==> config.mk <==
export PLATFORM = sky130hd
export DESIGN_NAME = rwmem2p
export DESIGN_NICKNAME = d
export VERILOG_FILES = /design/src/rtl/rwmem_pkg.sv /design/src/rtl/rwmem2p_array.sv /design/src/rtl/rwmem2p.sv
export SDC_FILE = /design/constraint.sdc
export NUM_CORES = 1
export LEC_CHECK = 0
export ABC_CLOCK_PERIOD_IN_PS = 4000
export BUFFER_PORTS_ARGS = -buffer_cell sky130_fd_sc_hd__buf_4
export CAP_MARGIN = 5
export CORE_MARGIN = 8
export CORE_UTILIZATION = 60
export DETAILED_ROUTE_END_ITERATION = 10
export GPL_ROUTABILITY_DRIVEN = 0
export PLACE_DENSITY = 0.78
export SYNTH_ARGS = -nofsm -noshare
export SYNTH_HDL_FRONTEND = slang
export SYNTH_HIERARCHICAL = 1
export SYNTH_SLANG_ARGS = --single-unit
==> constraint.sdc <==
create_clock -name clk -period 4 [get_ports clk]
set_input_delay 0 -clock clk [delete_from_list [all_inputs] [get_ports clk]]
set_output_delay 0 -clock clk [all_outputs]
set_load 0.05 [all_outputs]
==> src/rtl/rwmem_pkg.sv <==
// rwmem_pkg
// Shared definitions for the rwmem2p simple-dual-port RAM.
// - state_t      : clear-sequencer states (sweep vs normal service)
// - RWMEM_DATA_W : default word width
// - RWMEM_ADDR_W : default address width
package rwmem_pkg;

  localparam int RWMEM_DATA_W = 8;
  localparam int RWMEM_ADDR_W = 4;

  // ST_CLEAR is the reset state so that every reset starts a fresh sweep
  typedef enum logic {
    ST_CLEAR = 1'b0,
    ST_IDLE  = 1'b1
  } state_t;

endpackage

==> src/rtl/rwmem2p_array.sv <==
// rwmem2p_array
// Plain storage array: one synchronous write port, one combinational read
// port. Contents are never reset; the parent's clear sweep defines them.
// Ports:
//   clk    in   write clock, rising edge
//   wen    in   write enable
//   waddr  in   write address
//   wdata  in   write data
//   raddr  in   read address
//   rdata  out  mem[raddr], unregistered
module rwmem2p_array
  import rwmem_pkg::*;
#(
  parameter int DATA_W = RWMEM_DATA_W,
  parameter int ADDR_W = RWMEM_ADDR_W
) (
  input  logic              clk,
  input  logic              wen,
  input  logic [ADDR_W-1:0] waddr,
  input  logic [DATA_W-1:0] wdata,
  input  logic [ADDR_W-1:0] raddr,
  output logic [DATA_W-1:0] rdata
);

  localparam int DEPTH = 2 ** ADDR_W;

  logic [DATA_W-1:0] mem [DEPTH];

  // No reset on the array so it maps onto plain RAM cells
  always_ff @(posedge clk) begin
    if (wen) begin
      mem[waddr] <= wdata;
    end
  end

  assign rdata = mem[raddr];

endmodule

==> src/rtl/rwmem2p.sv <==
// rwmem2p
// Parametrised simple-dual-port synchronous RAM with a built-in clear
// sequencer. After reset (or a clr request in IDLE) every location is
// swept to CLR_VAL, one address per cycle, while busy is high. In IDLE
// one write and one registered read can be serviced per cycle; a read of
// the address being written in the same cycle returns the new data.
// Ports:
//   clk     in   single clock, rising edge
//   rst     in   asynchronous active-high reset
//   clr     in   clear request, sampled in IDLE
//   busy    out  high while a clear sweep runs (user ports ignored)
//   we      in   write enable
//   waddr   in   write address
//   din     in   write data
//   re      in   read enable
//   raddr   in   read address
//   dout    out  registered read data
//   rvalid  out  one-cycle strobe, dout updated by a read
module rwmem2p
  import rwmem_pkg::*;
#(
  parameter int                 DATA_W  = RWMEM_DATA_W,
  parameter int                 ADDR_W  = RWMEM_ADDR_W,
  parameter logic [DATA_W-1:0]  CLR_VAL = '0
) (
  input  logic              clk,
  input  logic              rst,
  input  logic              clr,
  output logic              busy,
  input  logic              we,
  input  logic [ADDR_W-1:0] waddr,
  input  logic [DATA_W-1:0] din,
  input  logic              re,
  input  logic [ADDR_W-1:0] raddr,
  output logic [DATA_W-1:0] dout,
  output logic              rvalid
);

  state_t            state;
  state_t            next_state;
  logic [ADDR_W-1:0] cnt;
  logic              cnt_last;

  logic              arr_wen;
  logic [ADDR_W-1:0] arr_waddr;
  logic [DATA_W-1:0] arr_wdata;
  logic [DATA_W-1:0] arr_rdata;

  logic              rd_fire;
  logic              bypass;

  // Last sweep address is all-ones, i.e. DEPTH-1
  assign cnt_last = (cnt == {ADDR_W{1'b1}});

  // State register
  always_ff @(posedge clk or posedge rst) begin
    if (rst) begin
      state <= ST_CLEAR;
    end else begin
      state <= next_state;
    end
  end

  // Next-state logic
  always_comb begin
    next_state = state;
    case (state)
      ST_CLEAR: if (cnt_last) next_state = ST_IDLE;
      ST_IDLE:  if (clr)      next_state = ST_CLEAR;
      default:                next_state = ST_CLEAR;
    endcase
  end

  // Output logic: the sweep owns the write port while clearing,
  // otherwise the user write port passes straight through
  always_comb begin
    busy      = 1'b1;
    arr_wen   = 1'b1;
    arr_waddr = cnt;
    arr_wdata = CLR_VAL;
    rd_fire   = 1'b0;
    if (state == ST_IDLE) begin
      busy      = 1'b0;
      arr_wen   = we;
      arr_waddr = waddr;
      arr_wdata = din;
      rd_fire   = re;
    end
  end

  // Sweep counter only moves while clearing; it wraps to 0 on the last
  // address, so it is already at 0 when the next sweep begins
  always_ff @(posedge clk or posedge rst) begin
    if (rst) begin
      cnt <= '0;
    end else if (state == ST_CLEAR) begin
      cnt <= cnt + 1'b1;
    end
  end

  // Write-first: a same-cycle write to the read address wins over the
  // array's old contents
  assign bypass = we && (waddr == raddr);

  always_ff @(posedge clk or posedge rst) begin
    if (rst) begin
      dout   <= '0;
      rvalid <= 1'b0;
    end else begin
      rvalid <= rd_fire;
      if (rd_fire) begin
        dout <= bypass ? din : arr_rdata;
      end
    end
  end

  rwmem2p_array #(
    .DATA_W (DATA_W),
    .ADDR_W (ADDR_W)
  ) u_array (
    .clk   (clk),
    .wen   (arr_wen),
    .waddr (arr_waddr),
    .wdata (arr_wdata),
    .raddr (raddr),
    .rdata (arr_rdata)
  );

endmodule
==> results of run 1 <==
-- final cells by class --
| type | instances | area [um^2] | area share |
|---|---|---|---|
| clock inverters | 11 | 166.4 | 0.02436 |
| inverters | 4 | 15.01 | 0.002198 |
| clock buffers | 20 | 425.4 | 0.06227 |
| multi-input cells | 148 | 1524 | 0.2231 |
| well taps | 133 | 166.4 | 0.02436 |
| flip-flops and latches | 142 | 4194 | 0.6139 |
| repair buffers | 42 | 340.3 | 0.04982 |
-- layout by cell type (no fill, tap or decap), types with 2 or more instances in the layout --
master	count
edfxtp_1	128
buf_4	32
nor2_1	21
mux4_2	18
clkbuf_16	16
a22oi_1	16
dfrtp_1	14
mux4_1	14
nand2_1	10
and2_1	10
nand4_1	10
dlygate4sd3_1	10
o31ai_1	8
a31oi_1	8
nand2b_1	7
mux2_2	5
inv_1	4
xnor2_1	4
bufinv_16	4
nor3_1	4
clkbuf_1	3
clkinvlp_4	2
clkinv_2	2
nand3b_1	2
-- routing by layer --
metal / vias to the layer above / share of wire / GRT usage
li1: 1367 / - / -
met1: 1652 / 0.40 / 0.2532
met2: 185 / 0.51 / 0.3242
met3: 23 / 0.071 / 0.03850
met4: 0 / 0.021 / 0.08231
met5: - / 0 / 0
-- cell families (layout without fill, tap and decap cells) --
group,Yosys count,after routing,synth area share
buf+inv,19,77,0.02225
xor+xnor,5,5,0.008772
simple gates,70,70,0.06312
compound gates,35,35,0.04472
mux,37,37,0.1418
fa+ha+maj,1,1,0.002139
flops,142,142,0.7172
-- through the flow --
stage                     hold WS (ns)  std cells    util
after floorplan                -0.1108        309       -
after global placement         0.05429        459  0.6369
after detailed placement       0.07208        459  0.6369
after CTS                     0.009998        500  0.7087
after global routing           0.06182        500  0.7087
final                          0.04757        500  0.7087
-- Yosys cell counts --
master	number
nand3b_1	2
nand2_1	10
nor3_1	4
ha_1	1
nor2b_1	1
buf_4	3
mux2_2	5
clkbuf_2	1
o31ai_1	8
nand4_2	1
edfxtp_1	128
xor2_2	1
nand4_1	10
xnor2_1	4
nor2_1	21
o221a_2	1
nand3_1	1
o221ai_2	1
nand2b_1	7
o21ai_0	1
dfrtp_1	14
buf_2	4
buf_6	3
and4_1	1
and2b_1	1
clkbuf_1	1
mux4_1	14
a22oi_1	16
mux4_2	18
inv_1	4
or3b_2	1
clkdlybuf4s25_2	3
a31oi_1	8
and2_1	10
-- flip-flops by register name (all words and copies together) (netlist names) --
| name | flops |
|---|---|
| state | 1 |
| cnt | 4 |
| dout | 8 |
| u_array/mem | 128 |
| rvalid | 1 |
-- worst max-delay path: stages, from the launching register on --
cell	delay (ns)
dfrtp_1	0.68
mux2_2	0.43
or3b_2	0.53
nor3_1	0.95
-- report_power, final --
group,internal [uW],switching [uW]
Sequential,2140,141
Combinational,368,786
Clock,1010,582
Total,3520,1510
-- worst min-delay path by stage --
stage,startpoint,end,cells after the start
after floorplan,rst,cnt[0],1
after global placement,rst,dout[7],2
after detailed placement,rst,dout[7],2
after CTS,re,rvalid,2
after global routing,we,dout[1],4
final,re,rvalid,2
==> results_dict.tcl, run 1 <==
set metrics [dict create \
    endpoint_kind "flip-flop" \
    worst_pin_slew_ns 1.226 \
    preCtsSetupSlack_ns 1.161 \
    max-slew-margin-rel 0.1762 \
    syn_inst 309 \
    drt_pre_antenna_iters 5 \
    cts_sinks 142 \
    postPlaceCellArea_um2 6140 \
    synth_area_per_cell_um2 18.93 \
    fin_ws_ns 1.017 \
    dp_hpwl_um 7220 \
    max_cap_violations 0 \
    peakVddDrop_mv 0.4650 \
    yosys_warnings 6 \
    crit_end "u_array/mem[0][2]" \
    filler_cell_count 593 \
    status "completed" \
    cp_max_fo 17 \
    ctsHtreeMaxLevel 4 \
    ios 31 \
    clk_pin_slew_worst_paths_ns 0.06 \
    drc_errors 0 \
    fp.dieW_um 114.7 \
    core-area_um2 9639 \
    required_ns 4.11 \
    rows 36 \
    fin_area_um2 6832 \
    cp.arrival_ns 3.10 \
    wl_per_cell_um 24.29 \
    synth.top_cells.by_area "edfxtp_1 (66%), mux4_2 (6.9%), mux4_1 (6.3%)" \
    final_nets 377 \
    port_buffers 30 \
    grt_pass1_wl_um 18750 \
    drt-total-wl_um 12150 \
    r2r-end "u_array/mem[0][2]" \
    power_leakage_uw 0.002366 \
    worstSetupStartpoint "state" \
    numCtsBuffers 17 \
    fin_setup_tns_ns 0 \
    cts_hold_buf 10 \
    finalSetupViolCount 0 \
    grt_setup_unrepaired "no" \
    clock_latency_ns 0.50 \
    drt_iter0_markers 381 \
    grt_max_degree 36 \
    synth_cell_types 34 \
    slew_viol_final 0 \
    power_density_nw_per_um2 735.8 \
    synth_top_area_frac 0.6573 \
    viasPerCell 6.454 \
    syn_nets 331 \
    overflow 0 \
    period_minus_slack_ns 2.983 \
    reg2reg_slack_ns 1.02 \
    cts_setup_buffers 0 \
    startpoint_type "flip-flop" \
    synth_top_area_cell "edfxtp_1" \
    ant_nets 0 \
    drive_above_1_share 0.2371 \
    antenna_found_initial 0 \
    seq_area_frac_synth 0.7172 \
    fin_crit_sh 0.7457 \
    area_growth_pct 16.82 \
    critical_path_class "flip-flop to flip-flop" \
    clockRootBuffer "clkbuf_8" \
    ys_ff_latch 142 \
    dr_total_vias 3227 \
    min-delay-path-class "input port to flip-flop" \
    finalClockSkew_ns 0.006363 \
    p_total_uw 5027 \
    clock.fmax_mhz 335.2 \
    initial_core_util 0.6067 \
    track_usage 0.1971 \
    synthesis.area_um2 5848 \
    cts_tree "done" \
    die_y_um 114.7 \
    cts_resized 0 \
    dieArea_um2 13160 \
    antennaDiodeCount 0 \
    r2r_cells 3 \
    worstReg2RegStart "state" \
    grt_pass1_vias 3256 \
    clockBufferDepth 2 \
    hold_viol 0 \
]
(Power assumes the default switching activity.)
==> run 2, diff against run 1 <==
- ABC_CLOCK_PERIOD_IN_PS: 4000 -> 2600
- CORE_UTILIZATION: 60 -> 55
- PLACE_DENSITY: 0.78 -> 0.76
- clock period: 4 -> 2.6 ns (I/O delays scaled with it)
==> results_dict.tcl, run 2 (synthesis results as in run 1) <==
set metrics [dict create \
    status "completed" \
    grt_pass1_wl_um 19260 \
    drt_iter0_markers 363 \
    drt-total-wl_um 12840 \
    initial_core_util 0.5665 \
    cts_resized 0 \
    power_leakage_uw 0.002459 \
    clockRootBuffer "clkbuf_8" \
    numCtsBuffers 17 \
    hold_viol 0 \
    final_core_util 0.6741 \
    crit_slowest_cell "or3b_2" \
    worst_pin_slew_ns 0.6743 \
    grt_setup_unrepaired "no" \
    clockBufferDepth 2 \
    peakVddDrop_mv 0.7291 \
    cts_sinks 142 \
    slew_viol_final 0 \
    rows 37 \
    dr_total_vias 3207 \
    core-area_um2 10320 \
    reg2reg_slack_ns 0.60 \
    path_cells "mux2_2 > or3b_2 > nor3_1 > buf_4" \
    clock_latency_ns 0.53 \
    track_usage 0.1853 \
    drc_errors 0 \
    fin_crit_sh 0.7673 \
    required_ns 2.83 \
    grt_max_degree 35 \
    drt_pre_antenna_iters 5 \
    min-delay-path-class "input port to flip-flop" \
    layout_commonest_cell "edfxtp_1" \
    area_growth_pct 19.00 \
    clock.fmax_mhz 501.2 \
    dieArea_um2 14190 \
    finalClockSkew_ns 0.01178 \
    cp.arrival_ns 2.23 \
    fin_setup_tns_ns 0 \
    antenna_found_initial 0 \
    finalSetupViolCount 0 \
    fp.dieW_um 119.1 \
    die_y_um 119.1 \
    max-slew-margin-rel 0.5472 \
    clk_pin_slew_worst_paths_ns 0.07 \
    ctsHtreeMaxLevel 4 \
    cts_hold_buf 10 \
    endpoint_kind "flip-flop" \
    path_delay_family "simple AND/OR/NAND/NOR gates" \
    final_nets 393 \
    cts_tree "done" \
    overflow 0 \
    power_density_nw_per_um2 1121 \
    startpoint_type "flip-flop" \
    dp_hpwl_um 7517 \
    top_regs "u_array/mem (128), dout (8), cnt (4)" \
    hold_start "re" \
    ant_nets 0 \
    cp_max_fo 8 \
    top_register "u_array/mem" \
    ios 31 \
    cts_setup_buffers 0 \
    worstSetupStartpoint "state" \
    viasPerCell 6.167 \
    critPathBufInv 1 \
    grt_pass1_vias 3257 \
    wl_per_cell_um 24.69 \
    period_minus_slack_ns 1.995 \
    antennaDiodeCount 0 \
    critPathMaxStageDelay_ns 0.53 \
    holdWs_ns 0.01965 \
    max_cap_violations 0 \
    worstReg2RegStart "state" \
    port_buffers 30 \
    drive_above_1_share 0.2813 \
    largest_reg_flops 128 \
    final_cell_mix "edfxtp_1 (128), buf_4 (47), nor2_1 (21)" \
    critical_path_class "flip-flop to flip-flop" \
]
-- run 2: cell count changes in the layout (fill, tap and decap cells not counted) --
cell / change
clkinvlp_4: -1
clkbuf_1: -3
clkinv_1: -1
buf_4: +15
buf_12: +1
clkinv_4: +1
clkinv_2: -2
clkinv_8: +1
bufinv_16: -3
inv_8: +4
inv_6: +5
-- run 2: path summary, 6_finish.rpt --
path | to | cells after the start
worst min-delay path | rvalid | 2
worst min register to register | cnt[3] | 1
worst max register to register | u_array/mem[0][3] | 4
worst max-delay path | u_array/mem[0][3] | 4
min in group asynchronous | dout[7] | 3
max in group asynchronous | cnt[1] | 3
-- run 2: layer usage --
metal,vias to the layer above,share of wire,GRT usage
met3,29,0.075,0.03873
met4,0,0.030,0.08933
li1,1396,-,-
met5,-,0,0
met1,1632,0.38,0.2300
met2,150,0.51,0.3056
-- run 2: final cells by class --
cell class              instances  area (um^2)
flip-flops and latches        142         4194
fillers                       638         3364
multi-input cells             148         1524
repair buffers                 58        473.0
clock buffers                  17        414.1
well taps                     136        170.2
clock inverters                15        168.9
inverters                       4        15.01
-- run 2: report_power, final --
group	internal, uW	switching, uW	total (uW)
Clock	1320	1060	2390
Sequential	3280	189	3470
Combinational	672	1270	1940
-- run 2: worst register-to-register path, cell delays in order (launching register included) --
cell	delay, ns
dfrtp_1	0.39
mux2_2	0.38
or3b_2	0.53
nor3_1	0.19
buf_4	0.21
-- run 2: stage by stage --
step | power [uW] | area [um^2] | cells | setup slack [ns]
after floorplan | 4683 | 5848 | 309 | 0.3101
after global placement | 5329 | 6276 | 478 | 0.7195
after detailed placement | 5400 | 6276 | 478 | 0.6726
after CTS | 7814 | 6959 | 520 | 0.6258
after global routing | 8052 | 6959 | 520 | 0.5438
final | 7802 | 6959 | 520 | 0.6049
==> run 3, diff against run 2 <==
- ABC_AREA: not set -> 1
- ABC_CLOCK_PERIOD_IN_PS: 2600 -> 1800
- PLACE_DENSITY: 0.76 -> 0.75
- clock period: 2.6 -> 1.8 ns (I/O delays scaled with it)
==> results_dict.tcl, run 3 <==
set metrics [dict create \
    overflow 0 \
    viasPerCell 5.366 \
    synth_fa_ha_area_frac 0.001899 \
    synthMuxAreaShare 0 \
    peakVddDrop_mv 0.8937 \
    startpoint_type "flip-flop" \
    antennaDiodeCount 0 \
    clock_latency_ns 0.41 \
    reg2reg_slack_ns 0.06 \
    syn_inst 681 \
    final_nets 770 \
    grt_pass1_vias 4691 \
    synth-simple-area-share 0.2468 \
    largest_reg_flops 128 \
    layout_commonest_cell "nand2_1" \
    status "completed" \
    synthesis.area_um2 6590 \
    slew_viol_final 0 \
    dr_total_vias 4872 \
    cp.arrival_ns 1.86 \
    whs_endpoint "dout[3]" \
    final_cell_mix "nand2_1 (218), inv_1 (131), edfxtp_1 (128)" \
    syn_nets 703 \
    synth_edf_count 128 \
    track_usage 0.2108 \
    wl_per_cell_um 17.72 \
    synth.top_cells.by_area "edfxtp_1 (58%), nand2_1 (12%), nand3_1 (8.1%)" \
    clock.fmax_mhz 576.2 \
    stdcell_count 908 \
    max_cap_violations 0 \
    fp.dieW_um 125.5 \
    clockBufferDepth 2 \
    hold_viol 0 \
    clkPwrFrac 0.306 \
    port_buffers 30 \
    synth_top_area_frac 0.5833 \
    p_comb_frac 0.278 \
    max-slew-margin-rel 0.6135 \
    synth_xor_area_frac 0.002658 \
    drt-total-wl_um 16090 \
    drc_errors 0 \
    cts_tree "done" \
    clk_pin_slew_worst_paths_ns 0.06 \
    synth_cell_types 29 \
    required_ns 1.92 \
    finalClockSkew_ns 0.004790 \
    ant_nets 0 \
    p_seq_frac 0.416 \
    antenna_found_initial 0 \
    worstReg2RegStart "state" \
    synthArstFlopShare 0.09859 \
    cp_max_fo 9 \
    synth_top_family_by_area "simple AND/OR/NAND/NOR gates" \
    drt_iter0_markers 542 \
    ctsHtreeMaxLevel 4 \
    synth_top_cells_by_count "nand2_1 (218), inv_1 (131), edfxtp_1 (128), nand3_1 (106), nor2_1 (17)" \
    ios 31 \
    synth_compound_area_frac 0.004747 \
    drive_above_1_share 0.1590 \
    initial_core_util 0.5556 \
    power.switching_uw 4081 \
    ys.flop_type "edfxtp_1" \
    fin_setup_tns_ns 0 \
    yosys_warnings 6 \
    fin_crit_sh 0.9642 \
    finalSetupViolCount 0 \
    min_path_cells 5 \
    hold_start "din[3]" \
    intPower_uw 8344 \
    worst_pin_slew_ns 0.5791 \
    grt_setup_unrepaired "yes" \
    drt_pre_antenna_iters 7 \
    top_register "u_array/mem" \
    endpoint_kind "flip-flop" \
    core-area_um2 11860 \
    area_growth_pct 19.40 \
    top_regs "u_array/mem (128), dout (8), cnt (4)" \
    synth_top_area_cell "edfxtp_1" \
    power_density_nw_per_um2 1579 \
    ys_ff_latch 142 \
    dp_hpwl_um 10420 \
    place_inst 866 \
    seq_area_frac_synth 0.6364 \
    grt_pass1_wl_um 25190 \
    synth_area_per_cell_um2 9.677 \
    min-delay-path-class "input port to flip-flop" \
    r2r_cells 5 \
    power_leakage_uw 0.003673 \
    cts_sinks 142 \
    cts_setup_buffers 0 \
    critical_path_class "flip-flop to flip-flop" \
    r2r-end "u_array/mem[13][5]" \
    dieArea_um2 15740 \
    clockRootBuffer "clkbuf_16" \
    die_y_um 125.5 \
    yosysMostFrequentCell "nand2_1" \
    grt_max_degree 37 \
    swShare 0.3285 \
    period_minus_slack_ns 1.736 \
    numCtsBuffers 17 \
    rows 40 \
]
## run 3: how the worst max path moves through the flow
stage               cells past startpoint                  to  startpoint
finish                                  5  u_array/mem[13][5]       state
global route                            5   u_array/mem[9][0]       state
CTS                                     4   u_array/mem[1][5]       state
floorplan                               7  u_array/mem[10][0]       state
global placement                        4   u_array/mem[5][6]       state
detailed placement                      4   u_array/mem[5][4]       state
## run 3: logic make-up (layout without fill, tap and decap cells)
group	count (synthesis)	in the layout
AND/OR/NAND/NOR	364	364
buffers and inverters	166	246
flip-flops	142	142
AO/OA/AOI/OAI	6	6
XOR/XNOR	2	2
adder cells (fa/ha/maj)	1	1
## run 3: layer usage
metal	wire, um	global-route usage
met5	0	0
met3	1406	0.04207
met2	8057	0.3493
met4	565	0.1125
met1	6064	0.2554
## run 3: layout make-up
class / count / area, um^2
flip-flops and latches: 142 / 4195
well taps: 147 / 183.9
clock inverters: 13 / 212.7
clock buffers: 19 / 432.9
fillers: 856 / 3993
repair buffers: 74 / 593.1
inverters: 140 / 531.8
multi-input cells: 373 / 1719
## run 3: stage by stage
step	power (uW)	area, um^2	utilization	hold slack [ns]	setup slack (ns)
floorplan	7215	6600	-	-0.1108	-0.1149
global placement	8398	7101	0.5986	0.07055	0.05194
detailed placement	8492	7101	0.5986	0.08604	-0.01877
CTS	12310	7846	0.6615	0.01611	-0.02395
global route	12900	7869	0.6634	0.06845	0.006191
finish	12420	7869	0.6634	0.04208	0.06436
## run 3: power by group through the flow
stage | Clock (uW) | Sequential, uW | Combinational, uW
after floorplan | 0 | 5420 | 1790
after global routing | 3930 | 5250 | 3730
after CTS | 3810 | 5160 | 3340
final | 3800 | 5170 | 3460
after global placement | 0 | 5190 | 3210
after detailed placement | 0 | 5210 | 3280
## run 3: repair_timing
action | in CTS | in global routing
endpoints found under the hold margin | 23 | 0
setup endpoints to repair | 16 | 112
pin swaps | 0 | 1
resized for setup | 0 | 6
hold buffers | 10 | 0
## run 3: worst max-delay path, cell delays in order, from the launching register on
cell and delay (ns):
dfrtp_2 0.47, clkinv_2 0.11, o21ai_1 0.22, nand2_1 0.25, nor2_1 0.21, buf_4 0.19
